[src/rtl/sine_voice_scheduler.sv]
// sine_voice_scheduler
//
// Purpose: shares one synchronous quarter-sine table among VOICES oscillator
// voices. On each lrclk rising edge every voice is stepped through phase
// mirroring, table lookup and sign restoration. The voice values are summed
// and scaled down by VOICES to form one output sample.
//
// Optional feature macro: SINE_VOICE_GATE_EN
//   When defined, the cfg_gate port is present. It is sampled at frame start.
//   A gated-off voice is skipped entirely, adds 0 to the mix, and has its
//   phase held at 0.
//
// Ports:
//   clk        system clock; all logic runs on its rising edge
//   reset      synchronous, active-high reset
//   lrclk      codec word clock (asynchronous); a rising edge starts a frame
//   cfg_we     frequency write strobe
//   cfg_voice  voice targeted by the write
//   cfg_freq   new phase increment
//   cfg_gate   per-voice enable (only with SINE_VOICE_GATE_EN)
//   tbl_addr   registered address to the shared ROM
//   tbl_data   ROM data, valid one clk after tbl_addr changes
//   out        signed mixed sample, held between frames
//   out_valid  one-cycle pulse when out updates
//   busy       high while a frame is in progress
//   overrun    sticky flag: an lrclk edge arrived while busy
module sine_voice_scheduler #(
   parameter int BITSIZE   = 24,
   parameter int PHASESIZE = 16,
   parameter int TABLESIZE = 9,
   parameter int VOICES    = 4
) (
   input  logic                         clk,
   input  logic                         reset,
   input  logic                         lrclk,
   input  logic                         cfg_we,
   input  logic [$clog2(VOICES)-1:0]    cfg_voice,
   input  logic [PHASESIZE-1:0]         cfg_freq,
`ifdef SINE_VOICE_GATE_EN
   input  logic [VOICES-1:0]            cfg_gate,
`endif
   output logic [TABLESIZE-1:0]         tbl_addr,
   input  logic [BITSIZE-1:0]           tbl_data,
   output logic signed [BITSIZE-1:0]    out,
   output logic                         out_valid,
   output logic                         busy,
   output logic                         overrun
);

   localparam int VW = $clog2(VOICES);
   localparam int AW = BITSIZE + VW;

   typedef enum logic [2:0] {
      S_IDLE,
      S_ADDR,
      S_WAIT,
      S_ACC,
      S_OUT
   } state_t;

   state_t                    r_state;
   state_t                    w_next_state;
   logic [VW-1:0]             r_voice;
   logic [VW-1:0]             w_next_voice;
   logic [2:0]                r_sync;
   logic                      w_edge;
   logic                      r_neg;
   logic signed [AW-1:0]      r_acc;
   logic signed [AW-1:0]      w_data_ext;
   logic [PHASESIZE-1:0]      r_phase [VOICES];
   logic [PHASESIZE-1:0]      r_freq  [VOICES];
   logic [TABLESIZE-1:0]      r_tbl_addr;
   logic [TABLESIZE-1:0]      w_idx;
   logic [TABLESIZE-1:0]      w_addr;
   logic signed [BITSIZE-1:0] r_out;
   logic                      r_out_valid;
   logic                      r_overrun;

`ifdef SINE_VOICE_GATE_EN
   logic [VOICES-1:0]         r_gate;
   logic                      w_first_found;
   logic [VW-1:0]             w_first_idx;
   logic                      w_succ_found;
   logic [VW-1:0]             w_succ_idx;
`endif

   // r_sync[1:0] form the synchronizer. r_sync[2] is the delayed copy used
   // for edge detection.
   assign w_edge = r_sync[1] & ~r_sync[2];

   // Quarter-wave mirroring. The second quadrant bit reverses the index.
   assign w_idx  = r_phase[r_voice][PHASESIZE-3 -: TABLESIZE];
   assign w_addr = r_phase[r_voice][PHASESIZE-2] ? ~w_idx : w_idx;

   assign w_data_ext = {{VW{tbl_data[BITSIZE-1]}}, tbl_data};

`ifdef SINE_VOICE_GATE_EN
   // Lowest enabled voice (for frame start), and the next enabled voice
   // after the current one (for the ACC exit).
   always_comb begin
      w_first_found = 1'b0;
      w_first_idx   = '0;
      w_succ_found  = 1'b0;
      w_succ_idx    = '0;
      for (int i = VOICES - 1; i >= 0; i--) begin
         if (cfg_gate[i]) begin
            w_first_found = 1'b1;
            w_first_idx   = VW'(i);
         end
         if (r_gate[i] && (i > int'(r_voice))) begin
            w_succ_found = 1'b1;
            w_succ_idx   = VW'(i);
         end
      end
   end
`endif

   always_comb begin
      w_next_state = r_state;
      w_next_voice = r_voice;
      case (r_state)
         S_IDLE: begin
            if (w_edge) begin
`ifdef SINE_VOICE_GATE_EN
               if (w_first_found) begin
                  w_next_state = S_ADDR;
                  w_next_voice = w_first_idx;
               end else begin
                  w_next_state = S_OUT;
               end
`else
               w_next_state = S_ADDR;
               w_next_voice = '0;
`endif
            end
         end
         S_ADDR: w_next_state = S_WAIT;
         S_WAIT: w_next_state = S_ACC;
         S_ACC: begin
`ifdef SINE_VOICE_GATE_EN
            if (w_succ_found) begin
               w_next_state = S_ADDR;
               w_next_voice = w_succ_idx;
            end else begin
               w_next_state = S_OUT;
            end
`else
            if (r_voice == VW'(VOICES - 1)) begin
               w_next_state = S_OUT;
            end else begin
               w_next_state = S_ADDR;
               w_next_voice = r_voice + VW'(1);
            end
`endif
         end
         S_OUT:   w_next_state = S_IDLE;
         default: w_next_state = S_IDLE;
      endcase
   end

   always_ff @(posedge clk) begin
      if (reset) begin
         r_state     <= S_IDLE;
         r_voice     <= '0;
         r_sync      <= '0;
         r_neg       <= 1'b0;
         r_acc       <= '0;
         r_tbl_addr  <= '0;
         r_out       <= '0;
         r_out_valid <= 1'b0;
         r_overrun   <= 1'b0;
         for (int v = 0; v < VOICES; v++) begin
            r_phase[v] <= '0;
            r_freq[v]  <= '0;
         end
`ifdef SINE_VOICE_GATE_EN
         r_gate      <= '0;
`endif
      end else begin
         r_sync      <= {r_sync[1:0], lrclk};
         r_state     <= w_next_state;
         r_voice     <= w_next_voice;
         r_out_valid <= (r_state == S_OUT);

         // Any edge outside IDLE is dropped, including one during OUT.
         if (w_edge && (r_state != S_IDLE))
            r_overrun <= 1'b1;

         // A write that coincides with this voice's ACC takes effect after the
         // increment, because the increment reads the registered old value.
         if (cfg_we)
            r_freq[cfg_voice] <= cfg_freq;

         case (r_state)
            S_IDLE: begin
               if (w_edge) begin
                  r_acc <= '0;
`ifdef SINE_VOICE_GATE_EN
                  r_gate <= cfg_gate;
                  for (int v = 0; v < VOICES; v++)
                     if (!cfg_gate[v])
                        r_phase[v] <= '0;
`endif
               end
            end
            S_ADDR: begin
               r_tbl_addr <= w_addr;
               r_neg      <= r_phase[r_voice][PHASESIZE-1];
            end
            S_ACC: begin
               r_acc            <= r_acc + (r_neg ? -w_data_ext : w_data_ext);
               r_phase[r_voice] <= r_phase[r_voice] + r_freq[r_voice];
            end
            S_OUT: begin
               // Taking the top BITSIZE bits of acc is the same as an
               // arithmetic shift right by log2(VOICES).
               r_out <= r_acc[AW-1:VW];
            end
            default: ;
         endcase
      end
   end

   assign tbl_addr  = r_tbl_addr;
   assign out       = r_out;
   assign out_valid = r_out_valid;
   assign busy      = (r_state != S_IDLE);
   assign overrun   = r_overrun;

endmodule

[config.mk]
export PLATFORM = sky130hd
export DESIGN_NAME = sine_voice_scheduler
export DESIGN_NICKNAME = d
export VERILOG_FILES = /design/src/rtl/sine_voice_scheduler.sv
export SDC_FILE = /design/constraint.sdc
export NUM_CORES = 1
export LEC_CHECK = 0
export ABC_AREA = 1
export BUFFER_PORTS_ARGS = -buffer_cell sky130_fd_sc_hd__buf_2
export CORE_ASPECT_RATIO = 1.25
export CORE_UTILIZATION = 45
export CTS_CLUSTER_DIAMETER = 120
export CTS_CLUSTER_SIZE = 10
export DETAILED_ROUTE_END_ITERATION = 7
export GPL_ROUTABILITY_DRIVEN = 0
export SLEW_MARGIN = 20
export SYNTH_ARGS = -nofsm -noshare
export SYNTH_HDL_FRONTEND = slang
export SYNTH_SLANG_ARGS = --single-unit
[constraint.sdc]
create_clock -name clk -period 2.8 [get_ports clk]
set_input_delay 0.7 -clock clk [delete_from_list [all_inputs] [get_ports clk]]
set_output_delay 0.7 -clock clk [all_outputs]
set_load 0.05 [all_outputs]
---- Yosys cells after proc, flatten, opt, wreduce, memory -nomap -nowiden ----
Memory sizes are Yosys's and may differ from the RTL's. A register that Yosys moved wholly into a read port is not among the register bits.
Index checks and enable logic that the tools add are counted.
cells by class
  add/sub/neg operators ................... 4
  eq/ne operators ......................... 7
  mux-type cells .......................... 28
  bitwise gates (word level) .............. 3
  reductions and logical operators ........ 8
operator list
  kind                 count
  $mux 26              2
  $pmux 26 s2          1
  $mux 16              2
  $reduce_or 16->1     2
  $add 26x26->26       1
  $neg 24->26          1
  $add 16x16->16       1
  $mux 2               8
  $pmux 3 s4           1
  $mux 1               10
  $mux 9               1
  $not 9->9            1
  $eq 3x2->1 const B   2
  $mux 3               2
  $ne 2x2->1 const B   2
  $pmux 2 s2           1
  $eq 3x1->1 const B   1
  $eq 3x3->1 const B   1
  $logic_not 3->1      1
  $reduce_and 3->1     1
  $reduce_bool 3->1    1
  $add 2x1->2 const B  1
  $eq 2x2->1 const B   1
  $reduce_and 2->1     1
  4 further kinds      4
storage, ports and cells
  bits in registers ....................... 70
  RAM bits ................................ 128
  input bits .............................. 46
  output and inout bits ................... 36
  logic and storage cells ................. 61
  memories kept ........................... 2
memory list
  memory   words  width  rd ports  clocked after memory_dff  wr ports  RTL line  text
  r_freq   4      16     1         1                         4         71        logic [PHASESIZE-1:0] r_freq [VOICES];
  r_phase  4      16     1         1                         4         70        logic [PHASESIZE-1:0] r_phase [VOICES];

---- Depth between registers and ports, before layout ----
Gate-level depths: netlist of run 1.
  word-level depth ........................ 6
  gate-level depth with buffers ........... 20
  depth with buffers taken out ............ 20

---- Worst setup path after synthesis of run 1 ----
Ideal clock, no wire load.
  kind .................................... input to register
  from .................................... in tbl_data[0]
  to ...................................... reg r_acc[25]
  library setup time ...................... 0.070 ns
  arrival time ............................ 2.876 ns
  data required time ...................... 2.730 ns
  setup slack ............................. -0.146 ns
  stages .................................. 20
  path buffers ............................ 0
  cell sequence ........................... inv_1 > ha_1 > nand2_1 > nor2_1 > nand3_1 > nor3_4 > a21oi_1 > o21ai_1 > o21ai_0 > ha_1 > inv_1 > nor3_1 > nand2_1 > nor2_1 > nand2_1 > inv_1 > nor2_1 > nand2_1 > nand3_1 > a21oi_1
between the ends
  word-level cells in the longest chain between the ends .. 4
RTL lines
  item                    RTL line  text
  start: declaration      43        input logic [BITSIZE-1:0] tbl_data,
  $neg 24->26             211       r_acc <= r_acc + (r_neg ? -w_data_ext : w_data_ext);
  $mux 26 (*)             211
  $add 26x26->26 (*)      211
  $pmux 26 s2 (*)         194       case (r_state)
  end signal: assignment  211
  end: declaration        68        logic signed [AW-1:0] r_acc;
Mark *: on every way between the ends. The rest lies on a longest branch, timed or not.
A chain may end at the register's enable or synchronous reset.

---- Worst setup path in the final report of run 1 ----
  from .................................... in tbl_data[0]
  to ...................................... reg r_acc[23]
The elaborated chain is that of the path after synthesis.

==> results of run 1 <==
==> where the power goes <==
part	internal, uW	switching (uW)	total, uW
clock	1360	1210	2570
combinational	443	631	1070
sequential	3240	32.2	3280
==> registers in the layout (all words and copies together), names as in the netlist, named ones only <==
register / count
r_neg: 1
r_sync: 3
tbl_addr: 9
overrun: 1
r_phase: 64
out_valid: 1
out: 24
r_state: 3
r_freq: 64
r_acc: 26
r_voice: 2
==> through the flow <==
stage	util	hold WS [ns]	setup WS (ns)	instance area (um2)	cells
2_1_floorplan	-	0.388	-0.107	11200	1381
3_3_place_gp	0.545	0.389	-0.613	13100	1900
3_5_place_dp	0.545	0.397	-0.678	13100	1900
4_1_cts	0.573	0.408	0.00176	13700	1934
5_1_grt	0.599	0.450	-0.155	14400	1946
6_report	0.599	0.406	0.0221	14400	1946
==> kinds of logic (layout without fill, tap and decap cells) <==
kind of cell | count (synthesis) | count (layout) | synth area share
AO/OA/AOI/OAI | 267 | 267 | 0.134
XOR/XNOR | 42 | 42 | 0.0331
adder cells (fa/ha/maj) | 44 | 44 | 0.0508
buffers and inverters | 205 | 445 | 0.0738
flip-flops | 200 | 200 | 0.475
AND/OR/NAND/NOR | 623 | 623 | 0.233
==> tightest hold or removal path: cells and delay by family, from the launching register on <==
family                 cells  cell delay, ns
DFF                        1            0.30
and+or+nand+nor            1            0.03
buffers and inverters      1            0.04
==> layer usage <==
metal / up-vias / global-route usage / share of wire
met3: 65 / 0.0335 / 0.027
li1: 5060 / - / -
met2: 197 / 0.492 / 0.54
met1: 4595 / 0.279 / 0.40
met5: - / 0 / 0
met4: 0 / 0.108 / 0.036
==> cells in the final DEF, fill, tap and decap left out, types with 20 or more instances in the layout <==
cell and instances:
nand2_2 24, a21oi_1 72, nor2_1 238, buf_4 167, clkbuf_16 20, edfxtp_1 128
buf_2 79, xor2_1 21, nor3_1 28, inv_1 139, nand2_1 210, nand3_1 50
dfxtp_1 70, ha_1 35, o21ai_0 99
==> area by class of cell <==
type	count	area [um2]
timing repair buffer	259	1870
fill	2183	9610
multi-input combinational	976	5570
clock inverter	15	184
clock buffer	17	425
inverter	154	606
tap	325	407
sequential	200	5290
==> path summary, 6_finish.rpt <==
path              depth (start not counted)  slack, ns        endpoint         from
setup / recovery                         20       0.02       r_acc[23]  tbl_data[0]
hold reg to reg                           2       0.41       r_sync[1]    r_sync[0]
setup reg to reg                         12       0.15  r_phase[2][10]     register
hold / removal                            2       0.41       r_sync[1]    r_sync[0]
==> repair_timing <==
| item | in CTS | in global routing |
|---|---|---|
| setup buffers | 2 | 9 |
| resized for setup | 16 | 132 |
| endpoints found under the setup margin | 14 | 56 |
| pin swaps | 11 | 61 |
| cloned | 0 | 3 |
==> impl_metrics.env, run 1 <==
export IMPL_grt_pass1_wl_mm=49.2
export IMPL_hp_class="reg2reg"
export IMPL_htreeDepth=4
export IMPL_die_h_um=178
export IMPL_max_stage_delay_ns=0.37
export IMPL_core_area_um2=24000
export IMPL_synth_ff_type="edfxtp_1"
export IMPL_synthCells=1381
export IMPL_cp_data_arrival_time_ns=3.12
export IMPL_yosysMostFrequentCell="nor2_1"
export IMPL_wl_per_cell_um=16.1
export IMPL_worst_ep_required_time_ns=3.14
export IMPL_dr_total_vias=9917
export IMPL_power_uw=6920
export IMPL_yosys_area_top_type="edfxtp_1"
export IMPL_maxCapViolations=0
export IMPL_start_util=0.464
export IMPL_rows=63
export IMPL_drive_gt1_frac=0.265
export IMPL_synth_seq_area_share=0.475
export IMPL_port_buffers=81
export IMPL_synthesis_nets=1471
export IMPL_final_max_slew_viol_count=0
export IMPL_yosysUniqueCellTypes=46
export IMPL_clock_skew_ns=0.0159
export IMPL_routed_wl_mm=31.4
export IMPL_firstDrtPassIters=5
export IMPL_io_pins=82
export IMPL_worstSetupEndpointType="register"
export IMPL_worst_path_buf_inv=4
export IMPL_ys_seq_elements=200
export IMPL_cts_made_buffers=17
export IMPL_gr_usage_all_layers=0.256
export IMPL_setup_viol=0
export IMPL_overflow=0
export IMPL_synth_edf_count=128
export IMPL_path_clk_slew_ns=0.07
export IMPL_vias_per_cell=5.10
export IMPL_slowest_stage="ha_1"
export IMPL_status="finished, final reports clean"
export IMPL_crit_path_max_fanout=5
export IMPL_fmax_mhz=360
export IMPL_worstSetupPathType="in2reg"
export IMPL_max_slew_worst_pin_slew_ns=0.752
export IMPL_crit_chain="buf_8 > inv_8 > ha_4 > nand2_4 > nor2_4 > nand3_4 > nor3_4 > buf_6 > a21oi_2 > xor2_1 > ha_1 > nand2_2 > nor2_4 > nand2_2 > buf_4 > o21bai_1 > nand3_1 > nand2_1 > nand3_2 > a21oi_2"
export IMPL_detail_route_iter0_violations=513
export IMPL_slew_headroom=0.497
export IMPL_synthTopCellsByCount="nor2_1, nand2_1, inv_1, edfxtp_1, o21ai_0"
export IMPL_cts_root_buf="clkbuf_16"
export IMPL_synth_area_leaders="edfxtp_1, dfxtp_1, nor2_1, nand2_1, o21ai_0"
export IMPL_cts_tree="yes"
export IMPL_p_leak_uw=0.00656
export IMPL_rsz0062_at_grt="true"
export IMPL_syn_area_per_cell_um2=8.05
export IMPL_setup_tns_ns=0
export IMPL_fin_crit_ns=2.78
export IMPL_netlist_area_um2=11100
export IMPL_area_growth_pct=29.1
export IMPL_antenna_found_initial=0
export IMPL_cp_start_kind="input pin"
export IMPL_cts_hold_buffers=0
export IMPL_cp_top_family="simple AND/OR/NAND/NOR gates"
export IMPL_hold_violations=0
export IMPL_die_area_um2=25400
export IMPL_period_share=0.992
export IMPL_clock_latency_ns=0.46
export IMPL_hpwl_mm=21.9
export IMPL_cts_path_max_buffers=2
export IMPL_ys_warnings_count=0
export IMPL_synth_top_area_share=0.346
export IMPL_grt_pass1_vias=9788
export IMPL_grt_max_degree=49
export IMPL_nets=1698
export IMPL_insertedDiodeCount=0
export IMPL_drc=0
export IMPL_fp_dieW_um=143
export IMPL_clock_sinks=200
export IMPL_drtAntennaViolNets=0
export IMPL_power_density_nw_per_um2=482
export IMPL_async_flop_share=0
export IMPL_ir_drop_mv=0.454
No activity file was read; power rests on OpenSTA's default activity.
==> run 2, diff against run 1 <==
- CORE_UTILIZATION: 45 -> 35
==> impl_metrics.env, run 2 (synthesized netlist as in run 1, its figures left out) <==
export IMPL_combPwrFrac=0.154
export IMPL_p_sw_uw=1890
export IMPL_stdcell_area_um2=14400
export IMPL_postLayoutCoreUtil=0.463
export IMPL_slew_headroom=0.527
export IMPL_power_internal_uw=5060
export IMPL_routed_wl_mm=31.8
export IMPL_fillCellCount=3031
export IMPL_start_util=0.358
export IMPL_antenna_found_initial=0
export IMPL_mostFrequentLayoutCell="nor2_1"
export IMPL_cts_path_max_buffers=2
export IMPL_clock_skew_ns=0.0165
export IMPL_dp_slack_ns=-0.663
export IMPL_crit_path_max_fanout=5
export IMPL_clock_latency_ns=0.47
export IMPL_multi_input_area_um2=5510
export IMPL_max_slew_worst_pin_slew_ns=0.708
export IMPL_rsz0062_at_grt="true"
export IMPL_cp_start_kind="input pin"
export IMPL_port_buffers=81
export IMPL_placed_area_um2=13200
export IMPL_r2r_cells=13
export IMPL_seqPwrFrac=0.472
export IMPL_final_max_slew_viol_count=0
export IMPL_drive_gt1_frac=0.258
export IMPL_area_growth_pct=29.4
export IMPL_clock_sinks=200
export IMPL_p_leak_uw=0.00656
export IMPL_post_route_worst_setup_slack_ns=-0.185
export IMPL_detail_route_iter0_violations=441
export IMPL_worstReg2RegEnd="r_phase[2][11]"
export IMPL_overflow=0
export IMPL_grt_pass1_wl_mm=50.3
export IMPL_fp_dieW_um=161
export IMPL_regArea_um2=5290
export IMPL_maxCapViolations=0
export IMPL_top_regs="r_freq: 64 flops, r_phase: 64 flops, r_acc: 26 flops"
export IMPL_status="complete, but fails checks"
export IMPL_htreeDepth=4
export IMPL_firstDrtPassIters=5
export IMPL_path_clk_slew_ns=0.07
export IMPL_nets=1705
export IMPL_gr_usage_all_layers=0.199
export IMPL_vias_per_cell=4.95
export IMPL_die_area_um2=32500
export IMPL_fin_crit_ns=2.98
export IMPL_hold_violations=0
export IMPL_io_pins=82
export IMPL_rrSetupSlack_ns=0.14
export IMPL_wl_per_cell_um=15.6
export IMPL_cp_data_arrival_time_ns=3.31
export IMPL_hpwl_mm=22.7
export IMPL_insertedDiodeCount=0
export IMPL_hold_path_end="r_sync[1]"
export IMPL_setup_viol=7
export IMPL_cts_made_buffers=17
export IMPL_drtAntennaViolNets=0
export IMPL_drc=0
export IMPL_hold_depth=2
export IMPL_violations="setup timing"
export IMPL_fmax_mhz=335
export IMPL_grt_pass1_vias=10119
export IMPL_grt_max_degree=33
export IMPL_cts_tree="yes"
export IMPL_power_frac_clock=0.374
export IMPL_period_share=1.07
export IMPL_cts_root_buf="clkbuf_16"
export IMPL_worst_ep_required_time_ns=3.13
export IMPL_worstSetupEndpointType="register"
export IMPL_hp_class="reg2reg"
export IMPL_power_density_nw_per_um2=483
export IMPL_power_uw=6950
export IMPL_layout_common_cells="nor2_1, nand2_1, buf_4"
export IMPL_dr_total_vias=10074
export IMPL_worstSetupPathType="in2reg"
export IMPL_core_area_um2=31100
export IMPL_rows=72
export IMPL_p_sw_frac=0.272
export IMPL_ir_drop_mv=0.459
export IMPL_die_h_um=201
export IMPL_hp_start="r_sync[0]"
-- run 2: worst max-delay path, stage by stage --
cell and delay (ns):
buf_8 0.11, inv_8 0.05, ha_4 0.14, nand2_4 0.05, nor2_4 0.11, nand3_4 0.10
nor3_4 0.36, nand3_1 0.14, nand2_2 0.13, xor2_4 0.09, ha_4 0.30, nand2_1 0.12
o21ai_0 0.50, a21oi_1 0.13, nand3_1 0.12, nand2_1 0.05, nand3_1 0.06, a21oi_1 0.06
-- run 2: area by class of cell --
class	instances	area share
clock buffers	17	0.0296
inverters	154	0.0419
well taps	407	0.0354
multi-input cells	976	0.383
clock inverters	15	0.0135
flip-flops and latches	200	0.367
repair buffers	266	0.130
-- run 2: how the worst max path moves through the flow --
| stage | depth (start not counted) | start | to |
|---|---|---|---|
| CTS | 18 | tbl_data[1] | r_acc[20] |
| detailed placement | 16 | tbl_data[1] | r_acc[20] |
| global placement | 15 | tbl_data[1] | r_acc[20] |
| floorplan | 18 | tbl_data[1] | r_acc[23] |
| finish | 18 | tbl_data[0] | r_acc[22] |
| global route | 19 | tbl_data[0] | r_acc[22] |
-- run 2: what timing repair did --
item / CTS / global route
setup endpoints to repair: 13 / 55
buffers inserted: 4 / 11
resized for setup: 21 / 105
hold buffers: 0 / 0
pin swaps: 8 / 54
-- run 2: power groups by stage --
stage	clock (uW)	sequential, uW	combinational (uW)
4_1_cts	2650	3280	987
6_report	2600	3280	1070
3_5_place_dp	0	3350	963
3_3_place_gp	0	3340	955
2_1_floorplan	0	3370	512
5_1_grt	2750	3290	1180
-- run 2: through the flow --
| stage | hold WS, ns | cells | TNS (ns) |
|---|---|---|---|
| floorplan | 0.388 | 1381 | -0.289 |
| global placement | 0.405 | 1989 | -9.27 |
| detailed placement | 0.399 | 1989 | -9.67 |
| CTS | 0.410 | 2025 | -0.0531 |
| global route | 0.429 | 2035 | -2.37 |
| finish | 0.408 | 2035 | -0.639 |
-- run 2: routing by layer --
metal,vias to the layer above,track usage,share of wire
li1,5059,-,-
met1,4729,0.213,0.39
met2,217,0.380,0.55
met3,69,0.0225,0.030
met4,0,0.0991,0.035
met5,-,0,0
